[src/rtl/if_loader_ctrl.sv]
// Instruction-fetch loader/sequencer: assembles UART bytes into words, writes them to
// instruction memory, then gates pipeline advance. Optional cycle counter: IF_LOADER_CYCLE_COUNT_EN.
module if_loader_ctrl #(
  parameter int          BITS_SIZE  = 32,
  parameter int          SIZE_TOTAL = 256,
  parameter logic [7:0]  CMD_LOAD   = 8'h4C,
  parameter logic [7:0]  CMD_RUN    = 8'h43,
  parameter logic [7:0]  CMD_STEP   = 8'h53,
  parameter logic [7:0]  CMD_NEXT   = 8'h4E
) (
  input  logic                 i_clk,
  input  logic                 i_reset,
  input  logic [7:0]           i_rx_data,
  input  logic                 i_rx_done,
  input  logic                 i_halt,
  output logic                 o_step,
  output logic [BITS_SIZE-1:0] o_instruction_address,
  output logic [BITS_SIZE-1:0] o_instruction,
  output logic                 o_flag_write_intruc,
  output logic [2:0]           o_state,
  output logic [6:0]           o_words_loaded
`ifdef IF_LOADER_CYCLE_COUNT_EN
  ,
  output logic [BITS_SIZE-1:0] o_cycle_count
`endif
);

  typedef enum logic [2:0] {
    ST_IDLE  = 3'd0,
    ST_LOAD  = 3'd1,
    ST_WRITE = 3'd2,
    ST_READY = 3'd3,
    ST_RUN   = 3'd4,
    ST_STEP  = 3'd5,
    ST_DONE  = 3'd6
  } state_t;

  localparam logic [6:0] LAST_WORD = 7'(SIZE_TOTAL / 4 - 1);

  state_t                 state_q, state_d;
  logic [1:0]             byte_cnt_q, byte_cnt_d;
  logic [23:0]            shift_q, shift_d;
  logic [BITS_SIZE-1:0]   instr_q, instr_d;
  logic [BITS_SIZE-1:0]   addr_q, addr_d;
  logic                   wr_q, wr_d;
  logic [6:0]             words_q, words_d;
  logic                   step_q, step_d;
  logic                   load_start;

  // Handshake: a byte is consumed only in the cycle i_rx_done=1; there is no back-pressure,
  // so every state must decide that same cycle whether the byte is used or dropped.
  wire is_load = i_rx_done && (i_rx_data == CMD_LOAD);
  wire is_run  = i_rx_done && (i_rx_data == CMD_RUN);
  wire is_step = i_rx_done && (i_rx_data == CMD_STEP);
  wire is_next = i_rx_done && (i_rx_data == CMD_NEXT);

  // State register
  always_ff @(posedge i_clk) begin
    if (!i_reset) state_q <= ST_IDLE;
    else          state_q <= state_d;
  end

  // Next-state logic
  always_comb begin
    state_d = state_q;
    case (state_q)
      ST_IDLE:  if (is_load) state_d = ST_LOAD;
      ST_LOAD:  if (i_rx_done && byte_cnt_q == 2'd3) state_d = ST_WRITE;
      ST_WRITE: begin
        if (instr_q == '1 || words_q == LAST_WORD) state_d = ST_READY;
        else                                       state_d = ST_LOAD;
      end
      ST_READY, ST_DONE: begin
        if (is_load)      state_d = ST_LOAD;
        else if (is_run)  state_d = ST_RUN;
        else if (is_step) state_d = ST_STEP;
      end
      ST_RUN, ST_STEP: if (i_halt) state_d = ST_DONE;
      default: state_d = ST_IDLE;
    endcase
  end

  // Output / datapath next values; every output leaves from a register
  always_comb begin
    byte_cnt_d = byte_cnt_q;
    shift_d    = shift_q;
    instr_d    = instr_q;
    addr_d     = addr_q;
    wr_d       = 1'b0;
    words_d    = words_q;
    load_start = (state_q == ST_IDLE || state_q == ST_READY || state_q == ST_DONE)
                 && state_d == ST_LOAD;
    if (load_start) begin
      byte_cnt_d = 2'd0;
      words_d    = 7'd0;
      addr_d     = '0;
    end
    case (state_q)
      ST_LOAD: begin
        if (i_rx_done) begin
          shift_d    = {shift_q[15:0], i_rx_data};
          byte_cnt_d = byte_cnt_q + 2'd1;
          if (byte_cnt_q == 2'd3) begin
            wr_d    = 1'b1;
            instr_d = BITS_SIZE'({shift_q, i_rx_data});
            addr_d  = BITS_SIZE'({words_q, 2'b00});
          end
        end
      end
      ST_WRITE: begin
        words_d = words_q + 7'd1;
        // A byte landing during the write strobe starts the next word
        if (state_d == ST_LOAD && i_rx_done) begin
          shift_d    = {shift_q[15:0], i_rx_data};
          byte_cnt_d = byte_cnt_q + 2'd1;
        end
      end
      default: ;
    endcase
    step_d = (state_d == ST_RUN) || (state_q == ST_STEP && is_next && !i_halt);
  end

  always_ff @(posedge i_clk) begin
    if (!i_reset) begin
      byte_cnt_q <= 2'd0;
      shift_q    <= '0;
      instr_q    <= '0;
      addr_q     <= '0;
      wr_q       <= 1'b0;
      words_q    <= 7'd0;
      step_q     <= 1'b0;
    end else begin
      byte_cnt_q <= byte_cnt_d;
      shift_q    <= shift_d;
      instr_q    <= instr_d;
      addr_q     <= addr_d;
      wr_q       <= wr_d;
      words_q    <= words_d;
      step_q     <= step_d;
    end
  end

`ifdef IF_LOADER_CYCLE_COUNT_EN
  logic [BITS_SIZE-1:0] cyc_cnt_q, cyc_cnt_d;

  always_comb begin
    cyc_cnt_d = cyc_cnt_q;
    if (load_start)
      cyc_cnt_d = '0;
    else if (step_q && state_q != ST_DONE && cyc_cnt_q != '1)
      cyc_cnt_d = cyc_cnt_q + 1'b1;
  end

  always_ff @(posedge i_clk) begin
    if (!i_reset) cyc_cnt_q <= '0;
    else          cyc_cnt_q <= cyc_cnt_d;
  end

  assign o_cycle_count = cyc_cnt_q;
`endif

  assign o_step                = step_q;
  assign o_instruction_address = addr_q;
  assign o_instruction         = instr_q;
  assign o_flag_write_intruc   = wr_q;
  assign o_state               = state_q;
  assign o_words_loaded        = words_q;

endmodule

[config.mk]
export PLATFORM = sky130hd
export DESIGN_NAME = if_loader_ctrl
export DESIGN_NICKNAME = d
export VERILOG_FILES = /design/src/rtl/if_loader_ctrl.sv
export SDC_FILE = /design/constraint.sdc
export NUM_CORES = 1
export LEC_CHECK = 0
export BUFFER_PORTS_ARGS = -buffer_cell sky130_fd_sc_hd__buf_4
export CAP_MARGIN = 25
export CELL_PAD_IN_SITES_DETAIL_PLACEMENT = 1
export CELL_PAD_IN_SITES_GLOBAL_PLACEMENT = 1
export CORE_MARGIN = 3
export CORE_UTILIZATION = 35
export CTS_CLUSTER_DIAMETER = 50
export CTS_CLUSTER_SIZE = 28
export DETAILED_ROUTE_END_ITERATION = 12
export PLACE_DENSITY_LB_ADDON = 0.1
export SLEW_MARGIN = 20
export SYNTH_ARGS = -nofsm -noshare
export SYNTH_HDL_FRONTEND = slang
export SYNTH_SLANG_ARGS = --single-unit
[constraint.sdc]
create_clock -name i_clk -period 2.7 [get_ports i_clk]
set_clock_uncertainty 0.1 [all_clocks]
set_input_delay 0.54 -clock i_clk [delete_from_list [all_inputs] [get_ports i_clk]]
set_output_delay 0.54 -clock i_clk [all_outputs]
set_load 0.05 [all_outputs]
==> flow_metrics.tcl <==
set metrics [dict create \
    p_leak_uw 0.00206 \
    dr.pass1.iters 4 \
    num_antenna_cells 0 \
    drv_slew 0 \
    drc 0 \
    die_w_um 111 \
    die_height_um 111 \
    r2r_start "o_state[0]" \
    rsz0062_at_grt "false" \
    synth_seq_area_share_pct 52.6 \
    criticalPathCategory "reg -> reg" \
    holdBufCountCts 0 \
    globalRoute.totalOverflow 0 \
    finalCritPeriodShare_pct 84.2 \
    dp.final_hpwl_um 7660 \
    slowest_stage "dfxtp_1" \
    dp.cells 634 \
    syn_nets 441 \
    outcome "finished clean" \
    hold_start "i_rx_data[5]" \
    end_kind "register" \
    numCtsBuffers 9 \
    ys.flop_type "dfxtp_1" \
    cts_tree "yes" \
    synth_largest_area_cell "dfxtp_1" \
    final_area_um2 4820 \
    final-instance-count-excl-fill 650 \
    final_core_util_pct 45.7 \
    crit_start "o_state[0]" \
    track_usage_pct 17.2 \
    ant_nets 0 \
    insertion_delay_ns 0.36 \
    core_region_area_um2 10600 \
    grt_most_used_layer "met2" \
    drt_iter0_drc 162 \
    grt_pass1_wl_um 17600 \
    nets 523 \
    start_util_pct 36.8 \
    drt_wl_total_um 10600 \
    pin_count 88 \
    cts.reportedPaths.clkPinSlew_ns 0.10 \
    min_path_type "in -> reg" \
    synthTopCellsByArea "dfxtp_1 53%, nand2_1 11%, mux2i_1 6.7%" \
    yosysWarnings 0 \
    mostFrequentLayoutCells "109 x nand2_1, 102 x dfxtp_1, 96 x buf_4" \
    synth.distinct_cells 45 \
    cp_max_fo 24 \
    clock_path_buffers 2 \
    slew_headroom_pct 44.9 \
    cts-root-buf "clkbuf_8" \
    synth_seq_cells 102 \
    grt_pass1_vias 3341 \
    vias_per_cell 5.10 \
    critical_path.max_stage_delay_ns 0.50 \
    gr-usage-met2_pct 28.0 \
    synth-async-reset-ratio_pct 0 \
    place_ws_ns 0.393 \
    place_congestion 0.856 \
    fin_crit_ns 2.27 \
    final-hold-violation-count 0 \
    post_cts_buffers 0 \
    cp.required_ns 2.88 \
    ctsResizeCount 0 \
    syn_inst 427 \
    final.setup.tns_ns 0 \
    setup_viol 0 \
    vias 3312 \
    grt_antenna_before_repair 0 \
    wl_per_cell_um 16.3 \
    cap_violations 0 \
    layout_setup_ws_ns 0.426 \
    arrival_ns 2.45 \
    synth_top_cell_area_share_pct 52.6 \
    cts.htree.levels 3 \
    portBuffers 87 \
    peakVddDrop_mv 0.221 \
    area_delta_synth_final_pct 24.1 \
    grt_max_degree 33 \
    grt_use_met3_pct 4.78 \
    rows 37 \
    die_area_um2 12400 \
    avgSynthCellArea_um2 9.10 \
    worst_slew_pin_slew_ns 0.826 \
    cellPowerDensity_nw_per_um2 510 \
    grt_util_met1_pct 23.3 \
    synth_area_um2 3880 \
    startpoint_type "register" \
    fmax_mhz 440 \
    synth_edf_count 0 \
    place_area_um2 4650 \
    numClockSinks 102 \
    crit_chain "or3b_1 -> nor4_4 -> nor2_2 -> nand3_4 -> mux2i_1" \
    mostFrequentLayoutCell "nand2_1" \
    drive_gt1_share_pct 22.6 \
]
==> path summary, 6_finish.rpt <==
kind | slack (ns) | to | depth (start not counted)
max reg2reg | 0.43 | shift_q[12] | 5
min reg2reg | 0.35 | o_instruction[30] | 2
max | 0.43 | shift_q[12] | 5
min | 0.33 | o_instruction[5] | 3
==> area by class of cell <==
| class | instances | area (um2) |
|---|---|---|
| inverters | 4 | 15.0 |
| fillers | 1256 | 5740 |
| multi-input cells | 296 | 1700 |
| clock buffers | 11 | 131 |
| well taps | 136 | 170 |
| flip-flops and latches | 102 | 2040 |
| clock inverters | 5 | 42.5 |
| repair buffers | 96 | 721 |
==> sequential cells by signal, summed over array words and instances (netlist names) <==
register,cells
o_state,3
o_flag_write_intruc,1
byte_cnt_q,2
o_instruction,32
o_instruction_address,32
o_step,1
shift_q,24
o_words_loaded,7
==> synth_stat cells, types with 2 or more instances <==
| master | n |
|---|---|
| xor2_1 | 2 |
| o211ai_1 | 2 |
| nor2b_1 | 5 |
| nand2_1 | 109 |
| and2_1 | 27 |
| and4bb_1 | 2 |
| inv_1 | 4 |
| ha_1 | 2 |
| nor3_1 | 2 |
| nand3b_1 | 3 |
| clkbuf_1 | 21 |
| buf_12 | 2 |
| nor2_1 | 16 |
| a31oi_1 | 2 |
| o21ai_1 | 2 |
| a22o_1 | 7 |
| a21oi_1 | 41 |
| o21ai_0 | 4 |
| nor4_1 | 3 |
| mux2i_1 | 26 |
| buf_2 | 2 |
| and3_1 | 2 |
| nand3_1 | 6 |
| o21a_1 | 2 |
| nand4_1 | 12 |
| dfxtp_1 | 102 |
==> stage by stage <==
stage	power, uW	hold slack (ns)
global route	2570	0.317
finish	2460	0.327
global placement	1600	0.339
CTS	2500	0.317
floorplan	1570	0.332
detailed placement	1610	0.347
==> logic make-up (layout without fill, tap and decap cells) <==
| logic type | after synthesis | after routing | synth area share [%] |
|---|---|---|---|
| muxes | 26 | 26 | 6.70 |
| and+or+nand+nor | 196 | 196 | 24.7 |
| AOI/OAI and AO/OA | 70 | 70 | 11.2 |
| buffers and inverters | 29 | 116 | 3.70 |
| adders and majority gates | 2 | 2 | 0.644 |
| DFF | 102 | 102 | 52.6 |
| xor gates and xnor gates | 2 | 2 | 0.451 |
==> power by group <==
group	switching (uW)	internal [uW]	total [uW]
clock network	540	346	887
logic	44.8	20.9	65.7
registers	0.251	1500	1500
total	585	1870	2460
==> per-layer routing <==
metal  up-vias  share of wire [%]
met4         0               0.99
li1       1617                  -
met1      1584                 49
met5         -                  0
met3        11                5.3
met2       100                 45
==> critical path: cells and delay by family (launching register included) <==
family,cells,cell delay (ns)
flops,1,0.50
mux,1,0.25
simple gates,4,1.34
No activity file was read; power rests on OpenSTA's default activity.
